$ cat src/rtl/comm_pkg.sv
`default_nettype none
// ============================================================================
// Module   : comm_pkg
// Brief    : Constants and types shared by the host-link receive path.
// Revision : 1.0
// ============================================================================
package comm_pkg;

    localparam int ADDR_W         = 12;
    localparam int FRAME_WORDS    = 768;
    localparam int BYTES_PER_WORD = 4;

    typedef enum logic [0:0] {
        IDLE    = 1'b0,
        COLLECT = 1'b1
    } packer_state_t;

endpackage
`default_nettype wire

$ cat src/rtl/uart_word_packer_if.sv
`default_nettype none
// ============================================================================
// Module   : uart_word_packer_if
// Brief    : Byte input and frame-RAM write bundle of the word packer.
// Revision : 1.0
// ============================================================================
interface uart_word_packer_if #(
    parameter int ADDR_W = comm_pkg::ADDR_W
) ();

    logic              START;
    logic              STOP;
    logic              RX_VALID;
    logic [7:0]        RX_DATA;
    logic              WR_EN;
    logic [ADDR_W-1:0] WR_ADDR;
    logic [31:0]       WR_DATA;
    logic              ACTIVE;
    logic              FRAME_DONE;
    logic              BYTE_ERR;

    modport master (
        output START, STOP, RX_VALID, RX_DATA,
        input  WR_EN, WR_ADDR, WR_DATA, ACTIVE, FRAME_DONE, BYTE_ERR
    );

    modport slave (
        input  START, STOP, RX_VALID, RX_DATA,
        output WR_EN, WR_ADDR, WR_DATA, ACTIVE, FRAME_DONE, BYTE_ERR
    );

endinterface
`default_nettype wire

$ cat src/rtl/uart_word_packer_byte_timer.sv
`default_nettype none
// ============================================================================
// Module   : byte_timer
// Brief    : Clearable idle counter; o_tc marks the TIMEOUT_CYC-th enabled cycle.
// Revision : 1.0
// ============================================================================
module byte_timer #(
    parameter int TIMEOUT_CYC = 8680
) (
    input  wire logic CLOCK,
    input  wire logic RESET,
    input  wire logic i_clr,
    input  wire logic i_en,
    output logic      o_tc
);

    localparam int                 c_CNT_W = $clog2(TIMEOUT_CYC + 1);
    localparam logic [c_CNT_W-1:0] c_TC    = c_CNT_W'(TIMEOUT_CYC - 1);

    logic [c_CNT_W-1:0] r_count;

    assign o_tc = i_en && (r_count == c_TC);

    always_ff @(posedge CLOCK) begin
        if (RESET) begin
            r_count <= '0;
        end else if (i_clr || o_tc) begin
            r_count <= '0;
        end else if (i_en) begin
            r_count <= r_count + 1'b1;
        end
    end

endmodule
`default_nettype wire

$ cat src/rtl/uart_word_packer.sv
`default_nettype none
// ============================================================================
// Module   : uart_word_packer
// Brief    : Packs UART bytes LSB-first into 32-bit words and fills one frame of RAM.
// Revision : 1.0
// ============================================================================
module uart_word_packer #(
    parameter int ADDR_W      = comm_pkg::ADDR_W,
    parameter int FRAME_WORDS = comm_pkg::FRAME_WORDS,
    parameter int TIMEOUT_CYC = 8680
) (
    input  wire logic          CLOCK,
    input  wire logic          RESET,
    uart_word_packer_if.slave  link
);

    import comm_pkg::packer_state_t;
    import comm_pkg::IDLE;
    import comm_pkg::COLLECT;
    import comm_pkg::BYTES_PER_WORD;

    localparam int                  c_LANE_W    = $clog2(BYTES_PER_WORD);
    localparam logic [c_LANE_W-1:0] c_LAST_LANE = c_LANE_W'(BYTES_PER_WORD - 1);
    localparam logic [ADDR_W-1:0]   c_LAST_ADDR = ADDR_W'(FRAME_WORDS - 1);

    packer_state_t       r_state;
    packer_state_t       w_state_next;
    logic [c_LANE_W-1:0] r_lane;
    logic [c_LANE_W-1:0] w_lane_eff;
    logic [31:0]         r_word;
    logic [ADDR_W-1:0]   r_addr;
    logic [31:0]         r_wr_data;
    logic                r_wr_en;
    logic                r_frame_done;
    logic                r_byte_err;
    logic                w_collect;
    logic                w_start;
    logic                w_accept;
    logic                w_tc;
    logic                w_timeout;
    logic                w_write;
    logic                w_last;
    logic                w_tmr_clr;
    logic                w_tmr_en;

    byte_timer #(
        .TIMEOUT_CYC (TIMEOUT_CYC)
    ) u_byte_timer (
        .CLOCK (CLOCK),
        .RESET (RESET),
        .i_clr (w_tmr_clr),
        .i_en  (w_tmr_en),
        .o_tc  (w_tc)
    );

    always_comb begin
        w_collect    = (r_state == COLLECT);
        w_start      = (r_state == IDLE) && link.START && !link.STOP;
        w_accept     = w_collect && link.RX_VALID && !link.STOP;
        w_timeout    = w_tc && !link.STOP;
        // A byte arriving on the expiry cycle starts a fresh word.
        w_lane_eff   = w_timeout ? '0 : r_lane;
        w_write      = w_accept && (w_lane_eff == c_LAST_LANE);
        w_last       = w_write && (r_addr == c_LAST_ADDR);
        w_tmr_clr    = w_accept || !w_collect || link.STOP;
        w_tmr_en     = w_collect && (r_lane != '0);
        w_state_next = r_state;
        case (r_state)
            IDLE:    if (w_start) w_state_next = COLLECT;
            COLLECT: if (link.STOP || w_last) w_state_next = IDLE;
            default: w_state_next = IDLE;
        endcase
    end

    always_ff @(posedge CLOCK) begin
        if (RESET) begin
            r_state      <= IDLE;
            r_lane       <= '0;
            r_word       <= '0;
            r_addr       <= '0;
            r_wr_data    <= '0;
            r_wr_en      <= 1'b0;
            r_frame_done <= 1'b0;
            r_byte_err   <= 1'b0;
        end else begin
            r_state      <= w_state_next;
            r_wr_en      <= w_write;
            r_frame_done <= w_last;
            r_byte_err   <= w_timeout;

            // Shifting in from the top leaves {b3,b2,b1,b0} after four bytes.
            if (w_accept) begin
                r_word <= {link.RX_DATA, r_word[31:8]};
            end
            if (w_write) begin
                r_wr_data <= {link.RX_DATA, r_word[31:8]};
            end

            if (w_start || link.STOP) begin
                r_lane <= '0;
            end else if (w_accept) begin
                r_lane <= w_lane_eff + 1'b1;
            end else if (w_timeout) begin
                r_lane <= '0;
            end

            // Address advances the cycle after the strobe so WR_ADDR matches WR_EN.
            if (w_start || link.STOP) begin
                r_addr <= '0;
            end else if (r_wr_en) begin
                r_addr <= r_frame_done ? '0 : r_addr + 1'b1;
            end
        end
    end

    assign link.WR_EN      = r_wr_en;
    assign link.WR_ADDR    = r_addr;
    assign link.WR_DATA    = r_wr_data;
    assign link.ACTIVE     = (r_state == COLLECT);
    assign link.FRAME_DONE = r_frame_done;
    assign link.BYTE_ERR   = r_byte_err;

endmodule
`default_nettype wire

$ cat src/flat_wrapper.sv
// flat-port wrapper written by rule: the top's interface ports become plain ports
module uart_word_packer_flat import comm_pkg::packer_state_t; import comm_pkg::IDLE; import comm_pkg::COLLECT; import comm_pkg::BYTES_PER_WORD;
#(
    parameter int ADDR_W      = comm_pkg::ADDR_W,
    parameter int FRAME_WORDS = comm_pkg::FRAME_WORDS,
    parameter int TIMEOUT_CYC = 8680
)
  (CLOCK, RESET, link_START, link_STOP, link_RX_VALID, link_RX_DATA, link_WR_EN, link_WR_ADDR, link_WR_DATA, link_ACTIVE, link_FRAME_DONE, link_BYTE_ERR);
  uart_word_packer_if #(.ADDR_W(ADDR_W)) link_i ();
  input  wire logic CLOCK;
  input  wire logic RESET;
  input wire logic [$bits(link_i.START)-1:0] link_START;
  input wire logic [$bits(link_i.STOP)-1:0] link_STOP;
  input wire logic [$bits(link_i.RX_VALID)-1:0] link_RX_VALID;
  input wire logic [$bits(link_i.RX_DATA)-1:0] link_RX_DATA;
  output wire logic [$bits(link_i.WR_EN)-1:0] link_WR_EN;
  output wire logic [$bits(link_i.WR_ADDR)-1:0] link_WR_ADDR;
  output wire logic [$bits(link_i.WR_DATA)-1:0] link_WR_DATA;
  output wire logic [$bits(link_i.ACTIVE)-1:0] link_ACTIVE;
  output wire logic [$bits(link_i.FRAME_DONE)-1:0] link_FRAME_DONE;
  output wire logic [$bits(link_i.BYTE_ERR)-1:0] link_BYTE_ERR;
  assign link_i.START = link_START;
  assign link_i.STOP = link_STOP;
  assign link_i.RX_VALID = link_RX_VALID;
  assign link_i.RX_DATA = link_RX_DATA;
  assign link_WR_EN = link_i.WR_EN;
  assign link_WR_ADDR = link_i.WR_ADDR;
  assign link_WR_DATA = link_i.WR_DATA;
  assign link_ACTIVE = link_i.ACTIVE;
  assign link_FRAME_DONE = link_i.FRAME_DONE;
  assign link_BYTE_ERR = link_i.BYTE_ERR;
  uart_word_packer #(.ADDR_W(ADDR_W), .FRAME_WORDS(FRAME_WORDS), .TIMEOUT_CYC(TIMEOUT_CYC)) u_core (.CLOCK(CLOCK), .RESET(RESET), .link(link_i));
endmodule
$ cat config.mk
export PLATFORM = sky130hd
export DESIGN_NAME = uart_word_packer_flat
export DESIGN_NICKNAME = d
export VERILOG_FILES = /design/src/rtl/comm_pkg.sv /design/src/rtl/uart_word_packer_if.sv /design/src/rtl/uart_word_packer_byte_timer.sv /design/src/rtl/uart_word_packer.sv /design/src/flat_wrapper.sv
export SDC_FILE = /design/constraint.sdc
export NUM_CORES = 1
export LEC_CHECK = 0
export ABC_AREA = 1
export CAP_MARGIN = 15
export CORE_AREA = 2 2 81 102
export CTS_CLUSTER_DIAMETER = 200
export CTS_CLUSTER_SIZE = 14
export DETAILED_ROUTE_END_ITERATION = 8
export DIE_AREA = 0 0 83 104
export GPL_TIMING_DRIVEN = 0
export PLACE_DENSITY = 0.74
export SLEW_MARGIN = 20
export SYNTH_ARGS = -nofsm -noshare
export SYNTH_HDL_FRONTEND = slang
export SYNTH_SLANG_ARGS = --single-unit
$ cat constraint.sdc
create_clock -name CLOCK -period 2.1 [get_ports CLOCK]
set_input_delay 0.42 -clock CLOCK [delete_from_list [all_inputs] [get_ports CLOCK]]
set_output_delay 0.42 -clock CLOCK [all_outputs]
set_load 0.05 [all_outputs]
# Word-level counts from Yosys, hierarchy flattened
# Index checks and enable logic that the tools add are counted.
# word_totals
register_bits	96
elab_cells	41
input_bits	13
output_inout_bits	48
# classes
eq_ne	3
mux	6
bitwise	1
n_reduce_logical	19
add_sub_neg	3
# ops
operator	n
$add 14x1->14 const B	1
$eq 14x14->1 const B	1
$add 12x1->12 const B	1
$eq 12x10->1 const B	1
$mux 12	1
$logic_and 1x1->1	9
$logic_or 1x1->1	5
$mux 2	2
$reduce_or 2->1	2
$add 2x1->2 const B	1
$eq 2x2->1 const B	1
$logic_not 1->1	2
$mux 1	2
$pmux 1 s2	1
$reduce_bool 2->1	1
$not 1->1	1

# Logic depth before layout (Yosys ltp)
# Gate-level depths: netlist (run 1).
# logic_depth
word_depth	11
depth_mapped	14
ltp_nobuf	14

# Modules after synthesis
# From an unflattened synthesis (run 1), not the netlist that was laid out.
# hier_totals
hier_cells	483
area_unflattened_um2	3543.4
# by_module_without_submodules
mod	n_inst	area_each_um2	seq_area_each_um2	cells_each
uart_word_packer	1	2765.2	1481.4	368
byte_timer	1	778.2	280.3	115

# Worst setup path before layout (run 1)
# No wires, ideal clock.
# synth_timing
path_type	register -> register
start	register u_core.r_state (netlist: u_core.link.ACTIVE)
end	register u_core.r_wr_data[12] (netlist: u_core.link.WR_DATA[12])
synth_period_minus_slack_ns	2.207
setup_slack_ns	-0.107
required_time_ns	2.031
path_buffers	1
path_stages_with_launch	13
arrival_time_ns	2.138
setup_ns	0.069
cell_sequence	dfxtp_1 inv_2 nor3_2 nand4_1 nand2_1 inv_1 ha_1 inv_1 nor2_2 inv_2 clkbuf_1 nand3_1 o21ai_1
# synth_via
elab_chain_cells	6
elab_cells_between_ends	8
classes_between	eq/ne: 1; mux: 1; reduce/logical: 6
# synth_lines
element	line_no	rtl
start, declared	uart_word_packer.sv:26	packer_state_t r_state;
start signal, assigned	uart_word_packer.sv:86	r_state <= w_state_next;
$logic_and 1x1->1	uart_word_packer.sv:66	w_tmr_en = w_collect && (r_lane != '0);
$logic_and 1x1->1	uart_word_packer_byte_timer.sv:22	assign o_tc = i_en && (r_count == c_TC);
$logic_and 1x1->1	uart_word_packer.sv:60	w_timeout = w_tc && !link.STOP;
$mux 2	--	
$eq 2x2->1	uart_word_packer.sv:63	w_write = w_accept && (w_lane_eff == c_LAST_LANE);
$logic_and 1x1->1 *	uart_word_packer.sv:63	
end signal, assigned	uart_word_packer.sv:96	r_wr_data <= {link.RX_DATA, r_word[31:8]};
end, declared	uart_word_packer.sv:32	logic [31:0] r_wr_data;
# Mark *: on every way between the ends. The rest lies on a longest branch, timed or not.
# A chain may end at the register's enable or synchronous reset.

# Final worst setup path (run 1)
# layout_timing
start	register u_core.r_addr[3] (netlist: u_core.link.WR_ADDR[3])
end	output port link_WR_ADDR[3]
# layout_lines
element	line_no	rtl
start, declared	uart_word_packer.sv:31	logic [ADDR_W-1:0] r_addr;
start signal, assigned	uart_word_packer.sv:111	r_addr <= r_frame_done ? '0 : r_addr + 1'b1;
end, declared	flat_wrapper.sv:17	output wire logic [$bits(link_i.WR_ADDR)-1:0] link_WR_ADDR;
# No word-level cell between the ends.

==> key figures, run 1 <==
Run status
  – Status: finished clean

Setup path
  – Worst setup SP type: register
  – CP max-delay cell: clkdlybuf4s50_1
  – Critical path peak fanout: 6
  – Crit-path leading delay family: buffers and inverters
  – CP endpoint kind: output pin
  – Worst EP required: 1.68 ns
  – CP Class: register to output pin
  – Cell Chain, Critical Path: clkdlybuf4s50_1
  – CP peak stage delay: 0.83 ns
  – CP Buf/Inv Count: 1
  – CP Data Arrival Time: 1.60 ns

Routing
  – WL final: 7980 µm
  – Vias per inst: 4.93
  – DRT met1 WL: 3350 µm
  – DR DRC count: 0
  – Via count: 3099
  – Top sig layer: met4
  – Antenna-violating nets left: 0
  – DR pass1 iterations: 4
  – Average wire per standard cell: 12.7 µm
  – WL met2: 4180 µm
  – WL met3: 356 µm
  – Initial drt markers: 118

Logic synthesis
  – FF+latch count, synth: 88
  – Netlist cell types: 34
  – Synth top area cells: dfxtp_1, nor2_1, nand2_1, o21ai_0, inv_1
  – Post-Synth Adder-Cell Area: 1.07%
  – Cell taking the most area after synthesis: dfxtp_1
  – Mapped Area: 3520 µm²
  – Largest family of logic cells by synthesized area: simple AND/OR/NAND/NOR gates
  – Count leader, synth: dfxtp_1
  – Area fraction in compound gates after synthesis: 14.7%
  – Synth cell count leaders: dfxtp_1, nor2_1, nand2_1
  – Syn Inst Count: 455
  – Top_reg_cell synth: dfxtp_1
  – Yosys warns: 0
  – Asr flop ratio synth: 0%
  – Area share of the largest cell type after synthesis: 50.1%
  – Syn_area_per_cell: 7.73 µm²
  – Mux cell area share after synthesis: 0%
  – Post-synth net total: 471
  – Xor and xnor fraction of the mapped netlist area: 0%
  – Post-Synth Simple-Gate Area: 25.9%
  – Post-synth EDFFs: 0
  – Post-synthesis sequential area ratio: 50.1%

Timing
  – Final Slew Violations: 0
  – Final Hold Viols: 0
  – Setup_tns: 0 ns
  – Slew headroom: 61.7%
  – Slew at the pin closest to its max-slew limit: 0.575 ns
  – # setup viols final: 0
  – Max Clk Rate: 496 MHz
  – Final period utilization: 96.1%
  – Min Tclk post-route: 2.02 ns
  – Skew final: 0.00572 ns

Die
  – Site Rows: 36
  – Die Span X: 83 µm
  – Initial Util: 45.7%
  – Core area: 7700 µm²
  – I/O Pins: 61
  – Height of the die: 104 µm
  – Die area: 8630 µm²

Min path
  – Hold Path Class: register to register

Global route
  – First-pass GRT wire length: 13400 µm
  – Gr usage total: 18.6%
  – Initial antenna violation count: 0
  – Vias in the first global route: 2946
  – GRT Residual Overflow: 0
  – Largest net degree at the start of global routing: 15

Pwr
  – Final total power: 3030 µW
  – Power Density: 664 nW/µm²
  – Worst VDD drop: 0.000576 V
  – Leakage: 0.00174 µW

Cells and area
  – Final #Nets: 544
  – Area Overhead vs Synth: 29.6%
  – Post-route cell area: 4560 µm²
  – Share of cells above drive strength 1: 12.4%
  – Antenna cells: 0
  – Final Util: 59.2%
  – # fillers: 698

Placed design
  – DP Area: 4240 µm²
  – Quantity of I/O buffers inserted on ports: 60
  – Routability cong.: 0.831
  – Detailed placer's ending HPWL: 5800 µm

CTS
  – Clk sinks: 88
  – Total CTS buffers: 9
  – H-Tree Depth: 3
  – Clock-pin slew on the worst setup and hold paths: 0.09 ns
  – CTS tree: built
  – Root buffer selected by CTS: clkbuf_8
  – Clk_lat worst skew: 0.35 ns
  – Clk buf depth: 2

Job
  – Max-cap viol count: 0
-- logic make-up after synthesis --
| group | Yosys count |
|---|---|
| compound gates | 92 |
| flops | 88 |
| buf+inv | 72 |
| simple gates | 200 |
| fa+ha+maj | 3 |
-- layout by cell type (no fill, tap or decap), drive strengths merged --
master and count:
bufinv 1, o21a 1, nand3 28, nor3 15, o211ai 1, o21bai 2, nand4 3, dfxtp 88
inv 53, a211oi 8, clkinvlp 1, buf 14, nor2 89, or2 2, ha 3, nand3b 1
clkinv 3, o21ai 54, clkdlybuf4s50 60, a21oi 26, nand2 59, clkbuf 18, nor3b 3
-- final cells by class --
class / instances / area (µm²) / area share (%)
multi-input cells: 295 / 1510 / 33.2
clock inverters: 4 / 51.3 / 1.13
flip-flops and latches: 88 / 1770 / 38.7
repair buffers: 62 / 616 / 13.5
inverters: 54 / 210 / 4.61
plain buffers: 18 / 118 / 2.58
clock buffers: 12 / 165 / 3.62
well taps: 95 / 119 / 2.61
-- final timing paths --
| path | startpoint | end | slack (ns) | cells past startpoint |
|---|---|---|---|---|
| max | u_core.link.WR_ADDR[3]$_SDFFE_PP0P_ | link_WR_ADDR[3] | 0.08 | 1 |
| min reg2reg | u_core.link.WR_DATA[31]$_SDFFE_PP0P_ | u_core.link.WR_DATA[31]$_SDFFE_PP0P_ | 0.48 | 2 |
| max reg2reg | u_core.u_byte_timer.r_count[0]$_SDFFE_PP0P_ | u_core.link.ACTIVE$_SDFF_PP0_ | 0.11 | 13 |
| min | u_core.link.WR_DATA[31]$_SDFFE_PP0P_ | u_core.link.WR_DATA[31]$_SDFFE_PP0P_ | 0.48 | 2 |
-- what timing repair did --
item | 4_1_cts | 5_1_grt
gates resized for setup | 7 | 41
pin swaps | 2 | 5
buffers inserted | 1 | 0
setup endpoints to repair | 32 | 34
cloned | 0 | 1
hold buffers | 0 | 0
-- flip-flops by register name, summed over array words and instances, names as in the netlist --
signal / cells
u_core.link.ACTIVE: 1
u_core.link.BYTE_ERR: 1
u_core.link.FRAME_DONE: 1
u_core.link.WR_ADDR: 12
u_core.link.WR_DATA: 32
u_core.link.WR_EN: 1
u_core.r_lane: 2
u_core.r_word: 24
u_core.u_byte_timer.r_count: 14
-- per-layer routing --
| layer | vias up | GRT usage, % |
|---|---|---|
| met5 | - | 0 |
| met4 | 0 | 5.15 |
| met3 | 10 | 4.84 |
| met2 | 61 | 32.0 |
| met1 | 1418 | 22.7 |
| li1 | 1610 | - |
-- tightest hold or removal path: stages (launching register included) --
cell and delay [ns]:
dfxtp_1 0.32, nand3_1 0.07, nand2_1 0.05
-- metrics by stage --
stage | hold slack [ns] | instances | setup slack [ns]
after floorplan | 0.449 | 455 | 0.105
after global placement | 0.462 | 610 | -0.296
after detailed placement | 0.466 | 610 | -0.342
after CTS | 0.482 | 627 | 0.0257
after global routing | 0.498 | 628 | -0.0114
final | 0.478 | 628 | 0.0822
-- power breakdown --
group          leakage (µW)  switching, µW  total (µW)  internal [µW]
combinational      0.000925           61.8         104           42.5
clock              0.000109            587        1230            648
sequential         0.000711           8.18        1690           1680
total               0.00174            657        3030           2370
No activity file was read; power rests on OpenSTA's default activity.
==> run 2: changes to the inputs <==
Settings changed: CTS_CLUSTER_DIAMETER 200 to not set.
==> results of run 2 <==
Same layout as run 1: the final DEF is identical, and so are final timing and power.
==> run 3: changes to the inputs <==
Settings changed: CAP_MARGIN 15 to 20.
==> results of run 3 <==
Same layout as run 1: the final DEF is identical, and so are final timing and power.
